<file path="src/rtl/fetch_unit.sv">
//------------------------------------------------------------------------------
// Module      : fetch_unit
// Description : Instruction fetch front end for the 16-bit, 5-bit-opcode
//               processor. Owns the PC, issues reads to instruction memory,
//               holds the fetched instruction until the consumer takes it,
//               applies branch/jump redirects at consume time and stops
//               fetching once a HALT instruction is consumed.
//               Optional macro FETCH_ALIGN_CHECK_EN: a consumed redirect to an
//               odd address raises a sticky align_err and halts fetch instead
//               of silently clearing the target's low bit.
// Revision    : 1.0 - initial release
//------------------------------------------------------------------------------
`default_nettype none

module fetch_unit #(
    parameter logic [15:0] RESET_PC  = 16'h0000,
    parameter logic [4:0]  HALT_OPC  = 5'b00000,
    parameter logic [15:0] NOP_INSTR = 16'h0800
) (
    input  logic        clk,
    input  logic        rst,
    output logic        imem_req,
    output logic [15:0] imem_addr,
    input  logic [15:0] imem_rdata,
    input  logic        imem_ready,
    input  logic        stall,
    input  logic        redirect,
    input  logic [15:0] redirect_pc,
    output logic [15:0] instr,
    output logic [4:0]  opcode,
    output logic        instr_valid,
    output logic [15:0] pc_out,
    output logic [15:0] pc_plus2,
    output logic        halted,
    output logic        align_err
);

    // Fetch controller states.
    localparam logic [1:0] c_FETCH  = 2'd0;
    localparam logic [1:0] c_ISSUE  = 2'd1;
    localparam logic [1:0] c_HALTED = 2'd2;

    localparam logic [15:0] c_PC_STEP = 16'h0002;

    // Architectural state.
    logic [1:0]  r_state;
    logic [15:0] r_pc;
    logic [15:0] r_instr;
    logic [15:0] r_pc_out;
    logic        r_valid;
    logic        r_halted;

    // Next-state values.
    logic [1:0]  w_state_nxt;
    logic [15:0] w_pc_nxt;
    logic [15:0] w_instr_nxt;
    logic [15:0] w_pc_out_nxt;
    logic        w_valid_nxt;
    logic        w_halted_nxt;

    // Decoded events of the current cycle.
    logic        w_handshake;
    logic        w_consume;
    logic        w_is_halt;
    logic [15:0] w_redirect_tgt;
    logic        w_redirect_bad;
    logic        w_align_set;

    // A memory handshake only counts while we are actually requesting.
    assign w_handshake = imem_req & imem_ready;
    assign w_consume   = (r_state == c_ISSUE) & ~stall;
    assign w_is_halt   = (r_instr[15:11] == HALT_OPC);

`ifdef FETCH_ALIGN_CHECK_EN
    logic r_align_err;

    // Odd targets are trapped rather than fetched.
    assign w_redirect_tgt = redirect_pc;
    assign w_redirect_bad = redirect_pc[0];
    assign align_err      = r_align_err;

    // Sticky misalignment flag, cleared only by reset.
    always_ff @(posedge clk) begin
        if (rst) begin
            r_align_err <= 1'b0;
        end else if (w_align_set) begin
            r_align_err <= 1'b1;
        end
    end
`else
    // Without the check, instructions are halfword aligned by construction:
    // the low bit of a redirect target is simply dropped.
    assign w_redirect_tgt = redirect_pc & 16'hFFFE;
    assign w_redirect_bad = 1'b0;
    assign align_err      = 1'b0;
`endif

    // HALT takes precedence over redirect, so a trap is only raised by a
    // consumed, non-HALT instruction that carries a redirect.
    assign w_align_set = w_consume & ~w_is_halt & redirect & w_redirect_bad;

    // Next-state and datapath selection for the fetch controller.
    always_comb begin
        w_state_nxt  = r_state;
        w_pc_nxt     = r_pc;
        w_instr_nxt  = r_instr;
        w_pc_out_nxt = r_pc_out;
        w_valid_nxt  = r_valid;
        w_halted_nxt = r_halted;

        case (r_state)
            c_FETCH: begin
                // Address stays on r_pc until the memory accepts it.
                if (w_handshake) begin
                    w_instr_nxt  = imem_rdata;
                    w_pc_out_nxt = r_pc;
                    w_valid_nxt  = 1'b1;
                    w_state_nxt  = c_ISSUE;
                end
            end

            c_ISSUE: begin
                // While stalled everything holds and any redirect is dropped.
                if (w_consume) begin
                    w_valid_nxt = 1'b0;
                    w_instr_nxt = NOP_INSTR;
                    if (w_is_halt) begin
                        // PC intentionally left at the HALT's address.
                        w_halted_nxt = 1'b1;
                        w_state_nxt  = c_HALTED;
                    end else if (redirect && w_redirect_bad) begin
                        w_halted_nxt = 1'b1;
                        w_state_nxt  = c_HALTED;
                    end else if (redirect) begin
                        w_pc_nxt    = w_redirect_tgt;
                        w_state_nxt = c_FETCH;
                    end else begin
                        w_pc_nxt    = r_pc + c_PC_STEP;
                        w_state_nxt = c_FETCH;
                    end
                end
            end

            c_HALTED: begin
                // Terminal until reset.
                w_valid_nxt  = 1'b0;
                w_halted_nxt = 1'b1;
            end

            default: begin
                // Unreachable encoding: recover into a clean fetch.
                w_state_nxt = c_FETCH;
                w_valid_nxt = 1'b0;
                w_instr_nxt = NOP_INSTR;
            end
        endcase
    end

    // State registers with synchronous reset.
    always_ff @(posedge clk) begin
        if (rst) begin
            r_state  <= c_FETCH;
            r_pc     <= RESET_PC;
            r_instr  <= NOP_INSTR;
            r_pc_out <= RESET_PC;
            r_valid  <= 1'b0;
            r_halted <= 1'b0;
        end else begin
            r_state  <= w_state_nxt;
            r_pc     <= w_pc_nxt;
            r_instr  <= w_instr_nxt;
            r_pc_out <= w_pc_out_nxt;
            r_valid  <= w_valid_nxt;
            r_halted <= w_halted_nxt;
        end
    end

    // Request is masked by reset so a pending fetch is dropped immediately.
    assign imem_req    = (r_state == c_FETCH) & ~rst;
    assign imem_addr   = r_pc;
    assign instr       = r_instr;
    assign opcode      = r_instr[15:11];
    assign instr_valid = r_valid;
    assign pc_out      = r_pc_out;
    assign pc_plus2    = r_pc_out + c_PC_STEP;
    assign halted      = r_halted;

endmodule

`default_nettype wire

</file>
<file path="config.mk">
export PLATFORM = sky130hd
export DESIGN_NAME = fetch_unit
export DESIGN_NICKNAME = d
export VERILOG_FILES = /design/src/rtl/fetch_unit.sv
export SDC_FILE = /design/constraint.sdc
export NUM_CORES = 1
export LEC_CHECK = 0
export CAP_MARGIN = 20
export CELL_PAD_IN_SITES_DETAIL_PLACEMENT = 1
export CELL_PAD_IN_SITES_GLOBAL_PLACEMENT = 1
export CORE_MARGIN = 2
export CORE_UTILIZATION = 27
export DETAILED_ROUTE_END_ITERATION = 16
export PLACE_DENSITY_LB_ADDON = 0.1
export SLEW_MARGIN = 20
export SYNTH_ARGS = -nofsm -noshare
export SYNTH_HDL_FRONTEND = slang
export SYNTH_SLANG_ARGS = --single-unit
</file>
<file path="constraint.sdc">
create_clock -name clk -period 1.8 [get_ports clk]
set_clock_uncertainty 0.05 [all_clocks]
set_input_delay 0.54 -clock clk [delete_from_list [all_inputs] [get_ports clk]]
set_output_delay 0.54 -clock clk [all_outputs]
set_load 0.005 [all_outputs]
</file>
==> flow_metrics.py, run 1 <==
metrics = {
    "power_and_ir_drop": {
        "ir_drop_mv": 0.332,
        "p_leak_nw": 1.91,
        "power.internal_mw": 1.86,
        "p_clk_frac": 0.320,
        "p_comb_frac": 0.200,
        "power_switching_uw": 617,
        "seqPwrFrac": 0.479,
        "switching_share": 0.249,
        "power_density_nw_per_um2": 570,
        "finalPower_mw": 2.48,
    },
    "sta": {
        "setup_tns_ns": -3.14,
        "rsz0062_at_grt": "yes",
        "max_freq_mhz": 455,
        "post-route-period-util": 1.22,
        "slew_headroom": 0.574,
        "slew_viol_final": 0,
        "finalSetupViolations": 12,
        "fin_ws_ns": -0.399,
        "period_minus_slack_ns": 2.20,
        "hold_viol": 0,
        "worst_pin_slew_ns": 0.639,
    },
    "floorplanning": {
        "dieHeight_um": 100,
        "fp.dieW_um": 100,
        "start_util": 0.273,
        "rows": 35,
        "dieArea_sq_um": 10000,
        "ios": 110,
        "core_sq_um": 9110,
    },
    "global_route": {
        "grt_usage": 0.171,
        "grt_max_degree": 35,
        "overflow": 0,
        "antenna_found_initial": 0,
        "grt_pass1_wl_mm": 13.9,
        "grt_pass1_vias": 2760,
    },
    "critical_path": {
        "crit_path_end_kind": "output pin",
        "path_class": "flip-flop to output pin",
        "cp-start-kind": "flip-flop",
        "arrival_ns": 1.61,
        "r2r-end": "imem_addr[15]",
        "rrSetupSlack_ns": 0.04,
        "critPathLaunch": "pc_out[4]",
        "cp_data_required_time_ns": 1.21,
        "rr_startpoint": "instr[15]",
        "r2r_cells": 5,
        "crit_fanout": 3,
    },
    "clocking": {
        "clkLatencyLatePin_ns": 0.30,
        "cts_buffers": 5,
        "tritoncts": "yes",
        "clk_pin_slew_ns": 0.09,
        "cts.sinks": 50,
        "htree_levels": 2,
        "clk_path_buf_depth": 2,
        "root_buffer": "clkbuf_8",
    },
    "drt": {
        "dr.pass1.iters": 4,
        "wirelength_mm": 8.69,
        "vias": 2765,
        "via_per_inst": 4.84,
        "drc_errors": 0,
        "antenna_left": 0,
        "drtIter0Drc": 87,
        "wl_per_cell_um": 15.2,
    },
    "synth": {
        "synth_top_area_cell": "dfxtp_1",
        "syn-mean-instance-area_sq_um": 8.26,
        "synth_top_area_frac": 0.402,
        "ys_seq_area_frac": 0.402,
        "synth-seq-cells": 50,
        "synthTopCellsByCount": "nand2_1, dfxtp_1, o21ai_0",
        "synthTopCellsByArea": "dfxtp_1, nand2_1, a22o_1, o21ai_0, xnor2_1",
        "syn_inst": 301,
        "synthDistinctLibCells": 50,
        "yosys_warnings": 0,
        "synth_area_sq_um": 2490,
        "ys.flop_type": "dfxtp_1",
        "yosysMostFrequentCell": "nand2_1",
        "synth_edf_count": 0,
        "async_flop_share": 0,
    },
    "place": {
        "port_buffers": 104,
        "dpl.hpwl_mm": 6.02,
        "dp.cells": 544,
        "place_congestion": 0.713,
    },
    "final_layout": {
        "area_growth_pct": 74.7,
        "drive_gt1_frac": 0.333,
        "fin_nets": 498,
        "post-route-util": 0.477,
        "diodes": 0,
        "instances_no_fill": 571,
    },
    "outcome": {
        "status": "finished with violations",
        "violations": "setup timing",
    },
    "min_path": {
        "min-delay-start": "halted",
        "hold_path_depth": 2,
        "hold_path_class": "flip-flop to flip-flop",
        "worstHoldEndpoint": "halted",
    },
    "job": {
        "cap_violations": 0,
    },
}
[cells in the final DEF, fill, tap and decap left out, drive strengths merged, types with 7 or more instances in the layout]
| cell type | count |
|---|---|
| nor2 | 16 |
| clkbuf | 7 |
| dlygate4sd2 | 23 |
| nand3 | 7 |
| nand4 | 9 |
| a21oi | 9 |
| xnor2 | 10 |
| dfxtp | 50 |
| clkdlybuf4s50 | 61 |
| buf | 89 |
| a22o | 16 |
| o21ai | 29 |
| nand2 | 54 |
[cell type report]
| type | count | area, sq um |
|---|---|---|
| Clock inverter | 1 | 30.0 |
| Clock buffer | 7 | 76.3 |
| Tap cell | 111 | 139 |
| Timing Repair Buffer | 178 | 1610 |
| Sequential cell | 50 | 1060 |
| Inverter | 7 | 26.3 |
| Fill cell | 1097 | 4760 |
| Multi-Input combinational cell | 217 | 1400 |
[sequential cells by signal, indices dropped and copies added (netlist names)]
signal       cells
halted           1
imem_addr       15
instr           16
instr_valid      1
pc_out          15
r_state          2
[power by group through the flow]
stage / registers, mW / clock network (mW) / logic (mW)
after global placement: 1.22 / 0 / 0.475
after floorplan: 1.22 / 0 / 0.174
after detailed placement: 1.22 / 0 / 0.480
final: 1.19 / 0.794 / 0.496
after CTS: 1.19 / 0.818 / 0.491
after global routing: 1.19 / 0.868 / 0.542
[per-layer routing]
layer  vias up  global-route usage  wire length, um
li1       1387                   -                -
met1      1303               0.240             4180
met2        70               0.281             4140
met3         5              0.0237              318
met4         0              0.0348               55
met5         -                   0                0
[how the worst max path moves through the flow]
stage,endpoint,depth (start not counted)
floorplan,pc_plus2[14],4
global placement,instr[7],5
detailed placement,instr[7],5
CTS,pc_plus2[14],6
global route,pc_plus2[10],6
finish,pc_plus2[14],6
[cell families after synthesis]
| family | count (synthesis) | synth area share |
|---|---|---|
| DFF | 50 | 0.402 |
| AOI/OAI and AO/OA | 88 | 0.247 |
| xor gates and xnor gates | 13 | 0.0458 |
| adders and majority gates | 2 | 0.0101 |
| and+or+nand+nor | 109 | 0.211 |
| buffers and inverters | 37 | 0.0780 |
| other | 1 | 0.00151 |
| muxes | 1 | 0.00402 |
[metrics by stage]
step / setup slack (ns) / instance area [sq um] / hold slack, ns
floorplan: 0.0591 / 2500 / 0.392
global placement: -0.572 / 3990 / 0.387
detailed placement: -0.584 / 3990 / 0.417
CTS: -0.421 / 4240 / 0.431
global route: -0.505 / 4350 / 0.457
finish: -0.399 / 4350 / 0.422
[worst max-delay path: stages (launching register included)]
cell and delay (ns):
dfxtp_2 0.34, and4_1 0.22, nand4_1 0.17, buf_4 0.19
nor3_4 0.12, xor2_1 0.15, buf_2 0.12
[timing repair]
| action | CTS | global route |
|---|---|---|
| gates cloned | 1 | 0 |
| endpoints found under the setup margin | 74 | 30 |
| pin swaps | 18 | 16 |
| resized for setup | 131 | 27 |
| hold buffers | 0 | 0 |
| setup buffers | 13 | 9 |
No activity file was read; power rests on OpenSTA's default activity.
==> run 2: changes to the inputs <==
CTS_CLUSTER_DIAMETER = 100   (was default)
GPL_ROUTABILITY_DRIVEN = 0   (was default)
GPL_TIMING_DRIVEN = 0   (was default)
==> run 2 against run 1 <==
Compared with the run above: the run still ends with setup timing left; sequential share of layout area up 0.39 points; critical path depth rose by 1; highest routed layer unchanged; global-route usage is 1.0 points higher; sequential power about the same; largest power group unchanged; cell area up 2.7%; total power increased by 0.39%; clock power rose by 3.1%; fmax down 4.1%.
==> flow_metrics.py, run 2 (same netlist as run 1, synthesis figures left out) <==
metrics = {
    "outcome": {
        "status": "finished with violations",
        "violations": "setup timing",
    },
    "clocking": {
        "clk_path_buf_depth": 2,
        "clkLatencyLatePin_ns": 0.31,
        "htree_levels": 2,
        "clk_pin_slew_ns": 0.10,
        "tritoncts": "yes",
        "cts.sinks": 50,
        "cts_hold_buf": 0,
        "cts_buffers": 5,
        "root_buffer": "clkbuf_8",
    },
    "global_route": {
        "grt_pass1_wl_mm": 14.6,
        "grt_pass1_vias": 2798,
        "overflow": 0,
        "antenna_found_initial": 0,
        "grt_usage": 0.181,
        "grt_max_degree": 16,
    },
    "drt": {
        "via_per_inst": 4.97,
        "wl_met2_mm": 4.68,
        "wirelength_mm": 9.51,
        "drtIter0Drc": 125,
        "wl_met1_mm": 4.44,
        "drc_errors": 0,
        "highest_layer": "met4",
        "antenna_left": 0,
        "dr.pass1.iters": 4,
        "vias": 2880,
        "wl_per_cell_um": 16.4,
        "dr_wl_met3_um": 297,
    },
    "power_and_ir_drop": {
        "p_leak_nw": 2.04,
        "power_density_nw_per_um2": 557,
        "ir_drop_mv": 0.284,
    },
    "sta": {
        "max_freq_mhz": 436,
        "post-route-period-util": 1.27,
        "rsz0062_at_grt": "yes",
        "fin_ws_ns": -0.494,
        "slew_headroom": 0.634,
        "period_minus_slack_ns": 2.29,
        "whs_ns": 0.420,
        "hold_viol": 0,
        "slew_viol_final": 0,
        "finalSetupViolations": 12,
        "worst_pin_slew_ns": 0.549,
    },
    "critical_path": {
        "rr_startpoint": "instr[14]",
        "critical-path-max-stage-delay_ns": 0.36,
        "crit_path_end_kind": "output pin",
        "critPathTopFamily": "buffers and inverters",
        "critical-path-slowest-cell": "dfxtp_4",
        "cp_cell_sequence": "and4_4 -> nand4_1 -> buf_4 -> buf_4 -> buf_6 -> xnor2_2 -> buf_2",
        "r2r_cells": 5,
        "path_class": "flip-flop to output pin",
        "critPathLaunch": "pc_out[3]",
        "r2r-end": "imem_addr[15]",
        "crit_fanout": 3,
        "cp-start-kind": "flip-flop",
        "cp_data_required_time_ns": 1.21,
        "path_common_cell": "buf_4",
        "rrSetupSlack_ns": 0.06,
        "arrival_ns": 1.70,
        "path_buf_inv": 4,
    },
    "final_layout": {
        "layout_common_cells": "clkdlybuf4s50_1, buf_4, nand2_1",
        "fillCellCount": 1080,
        "post-route-util": 0.490,
        "drive_gt1_frac": 0.361,
        "area_growth_pct": 79.5,
        "largest_reg_flops": 16,
        "layout_commonest_cell": "clkdlybuf4s50_1",
        "fin_nets": 506,
        "diodes": 0,
        "instances_no_fill": 579,
    },
    "floorplanning": {
        "core_sq_um": 9110,
        "start_util": 0.273,
        "fp.dieW_um": 100,
        "dieArea_sq_um": 10000,
        "dieHeight_um": 100,
        "rows": 35,
        "ios": 110,
    },
    "min_path": {
        "worstHoldEndpoint": "halted",
        "min-delay-start": "halted",
        "hold_path_class": "flip-flop to flip-flop",
        "hold_path_depth": 2,
    },
    "place": {
        "dp.cells": 518,
        "port_buffers": 103,
        "dpl.hpwl_mm": 6.23,
    },
    "job": {
        "cap_violations": 0,
    },
}
==> run 2: cell types whose count changed in the layout (fill, tap and decap cells not counted), sizes merged <==
| cell | delta |
|---|---|
| clkbuf | +11 |
| clkinvlp | +1 |
| clkdlybuf4s50 | +3 |
| dlymetal6s2s | +4 |
| dlygate4sd2 | -10 |
| clkdlybuf4s15 | +1 |
| buf | -2 |
==> run 2: tightest hold or removal path, cell delays in order, from the launching register on <==
cell     delay (ns)
dfxtp_1        0.32
inv_1          0.05
a21oi_1        0.06
==> run 2: stage by stage <==
| stage | setup WS [ns] | setup TNS, ns | power, mW | instance area [sq um] |
|---|---|---|---|---|
| global placement | -0.650 | -24.46 | 1.65 | 3670 |
| CTS | -0.461 | -3.31 | 2.48 | 4110 |
| global route | -0.599 | -5.14 | 2.60 | 4460 |
| detailed placement | -0.721 | -26.23 | 1.66 | 3670 |
| floorplan | 0.0591 | 0 | 1.40 | 2500 |
| finish | -0.494 | -4.05 | 2.49 | 4460 |
==> run 2: how the worst max path moves through the flow <==
stage	endpoint	slack [ns]	cells after the start
2_1_floorplan	pc_plus2[14]	0.06	4
3_3_place_gp	instr[7]	-0.65	6
3_5_place_dp	instr[7]	-0.72	6
4_1_cts	pc_plus2[10]	-0.46	7
5_1_grt	pc_plus2[10]	-0.60	7
6_report	pc_plus2[8]	-0.49	7
==> run 2: timing repair <==
item / in CTS / in global routing
pin swaps: 20 / 14
cloned: 0 / 1
setup buffers: 29 / 26
setup endpoints to repair: 93 / 62
gates resized for setup: 155 / 55
==> run 2: report_power, final <==
group          switching (mW)  total [mW]  internal (mW)
registers              0.0410        1.17           1.13
clock network           0.403       0.819          0.416
logic                   0.212       0.498          0.285
total                   0.656        2.49           1.83
==> run 2: layout make-up <==
class | instances | area, sq um | share of cell area
Buffer | 28 | 193 | 0.0432
Clock buffer | 6 | 72.6 | 0.0163
Sequential cell | 50 | 1110 | 0.248
Inverter | 7 | 26.3 | 0.00589
Multi-Input combinational cell | 217 | 1480 | 0.331
Timing Repair Buffer | 158 | 1410 | 0.316
Clock inverter | 2 | 37.5 | 0.00841
Tap cell | 111 | 139 | 0.0311
==> run 2: per-layer routing <==
metal,up-vias,GRT usage
met3,9,0.0244
li1,1409,-
met2,62,0.300
met4,0,0.0474
met1,1400,0.248
met5,-,0
==> run 3: changes to the inputs <==
CORE_UTILIZATION = 30   (was 27)
GPL_TIMING_DRIVEN = default   (was 0)
clock period = 2.3 ns   (was 1.8 ns; I/O delays follow)
==> run 3 against run 2 <==
Compared with the run above: the flow still finishes with violations (setup timing); via count down 7.1%; worst hold slack worse by 0.0067 ns; clock power down 29%; first-iteration DRC count down 33%; critical path depth unchanged; register-to-register slack better by 0.44 ns; routed wire length down 14%; final cell count down 7.6%; die area down 9.6%; global-route usage down 0.053 points.
==> flow_metrics.py, run 3 (same netlist as run 1, synthesis figures left out) <==
metrics = {
    "clocking": {
        "tritoncts": "yes",
        "clk_path_buf_depth": 2,
        "htree_levels": 2,
        "clkLatencyLatePin_ns": 0.30,
        "root_buffer": "clkbuf_8",
        "cts.sinks": 50,
        "cts_buffers": 5,
        "clk_pin_slew_ns": 0.09,
    },
    "place": {
        "place_area_sq_um": 3800,
        "dp_slack_ns": -0.243,
        "dpl.hpwl_mm": 6.01,
        "port_buffers": 104,
        "dp.cells": 519,
    },
    "power_and_ir_drop": {
        "p_clk_frac": 0.311,
        "ir_drop_mv": 0.185,
        "seqPwrFrac": 0.506,
        "power.internal_mw": 1.38,
        "p_leak_nw": 1.54,
        "power_density_nw_per_um2": 466,
        "power_switching_uw": 478,
        "switching_share": 0.257,
        "p_comb_frac": 0.184,
        "finalPower_mw": 1.86,
    },
    "global_route": {
        "grt_max_degree": 42,
        "overflow": 0,
        "grt_pass1_vias": 2616,
        "antenna_found_initial": 0,
        "grt_pass1_wl_mm": 12.9,
        "grt_usage": 0.180,
    },
    "critical_path": {
        "cp_cell_sequence": "and4_4 -> buf_6 -> nand4_1 -> buf_4 -> nor3_2 -> xor2_1 -> buf_2",
        "critical-path-max-stage-delay_ns": 0.34,
        "critical-path-slowest-cell": "dfxtp_2",
        "rr_startpoint": "imem_addr[1]",
        "cp_data_required_time_ns": 1.56,
        "path_class": "flip-flop to output pin",
        "path_buf_inv": 3,
        "crit_cells": 7,
        "cp-start-kind": "flip-flop",
        "critPathLaunch": "pc_out[3]",
        "critPathTopFamily": "simple AND/OR/NAND/NOR gates",
        "arrival_ns": 1.70,
        "crit_fanout": 2,
        "crit_path_end_kind": "output pin",
        "r2r_cells": 5,
    },
    "sta": {
        "period_minus_slack_ns": 2.44,
        "hold_viol": 0,
        "finalSetupViolations": 7,
        "worst_pin_slew_ns": 0.628,
        "slew_viol_final": 0,
        "post-route-period-util": 1.06,
        "rsz0062_at_grt": "yes",
        "slew_headroom": 0.581,
        "whs_ns": 0.414,
        "fin_ws_ns": -0.139,
        "max_freq_mhz": 410,
        "setup_tns_ns": -0.716,
    },
    "floorplanning": {
        "rows": 33,
        "dieArea_sq_um": 9040,
        "fp.dieW_um": 95.1,
        "ios": 110,
        "dieHeight_um": 95.1,
        "core_sq_um": 8130,
        "start_util": 0.306,
    },
    "min_path": {
        "hold_path_depth": 2,
        "min-delay-start": "halted",
        "hold_path_class": "flip-flop to flip-flop",
    },
    "final_layout": {
        "area_growth_pct": 60.6,
        "post-route-util": 0.491,
        "largest_reg_flops": 16,
        "drive_gt1_frac": 0.193,
        "design_area_sq_um": 4000,
        "diodes": 0,
        "fin_nets": 468,
        "instances_no_fill": 535,
        "layout_common_cells": "clkdlybuf4s50_1, nand2_1, dfxtp_1",
        "layout_commonest_cell": "clkdlybuf4s50_1",
    },
    "outcome": {
        "status": "finished with violations",
        "violations": "setup timing",
    },
    "drt": {
        "drc_errors": 0,
        "wl_per_cell_um": 15.2,
        "dr.pass1.iters": 4,
        "wirelength_mm": 8.15,
        "via_per_inst": 5.00,
        "vias": 2675,
        "drtIter0Drc": 84,
        "antenna_left": 0,
    },
    "job": {
        "cap_violations": 0,
    },
}
==> run 3: worst paths after layout <==
path | end | slack, ns
setup / recovery | pc_plus2[14] | -0.14
setup reg to reg | imem_addr[15] | 0.50
hold reg to reg | halted | 0.41
hold / removal | halted | 0.41
==> run 3: per-layer routing <==
layer,share of wire,track usage
met1,0.46,0.242
met2,0.50,0.310
met3,0.034,0.0277
met4,0.0049,0.0326
met5,0,0
==> run 3: layout make-up <==
class,instances,area [sq um]
Sequential cell,50,1010
Fill cell,963,4140
Tap cell,105,131
Clock inverter,1,8.76
Timing Repair Buffer,148,1360
Inverter,7,26.3
Multi-Input combinational cell,217,1360
Clock buffer,7,96.3
==> run 3: repair_timing <==
| item | 4_1_cts | 5_1_grt |
|---|---|---|
| buffers inserted | 6 | 2 |
| endpoints found under the setup margin | 14 | 23 |
| pin swaps | 4 | 8 |
| resized for setup | 47 | 12 |
| hold buffers | 0 | 0 |
==> run 3: power groups by stage <==
| stage | Clock, mW | Sequential (mW) | Combinational, mW |
|---|---|---|---|
| after floorplan | 0 | 0.958 | 0.136 |
| after global routing | 0.633 | 0.948 | 0.374 |
| after detailed placement | 0 | 0.961 | 0.347 |
| final | 0.578 | 0.941 | 0.342 |
| after global placement | 0 | 0.959 | 0.341 |
| after CTS | 0.601 | 0.941 | 0.345 |
==> run 3: worst min-delay path, cell delays in order (launching register included) <==
cell     delay [ns]
dfxtp_1        0.32
inv_1          0.05
a21oi_1        0.05
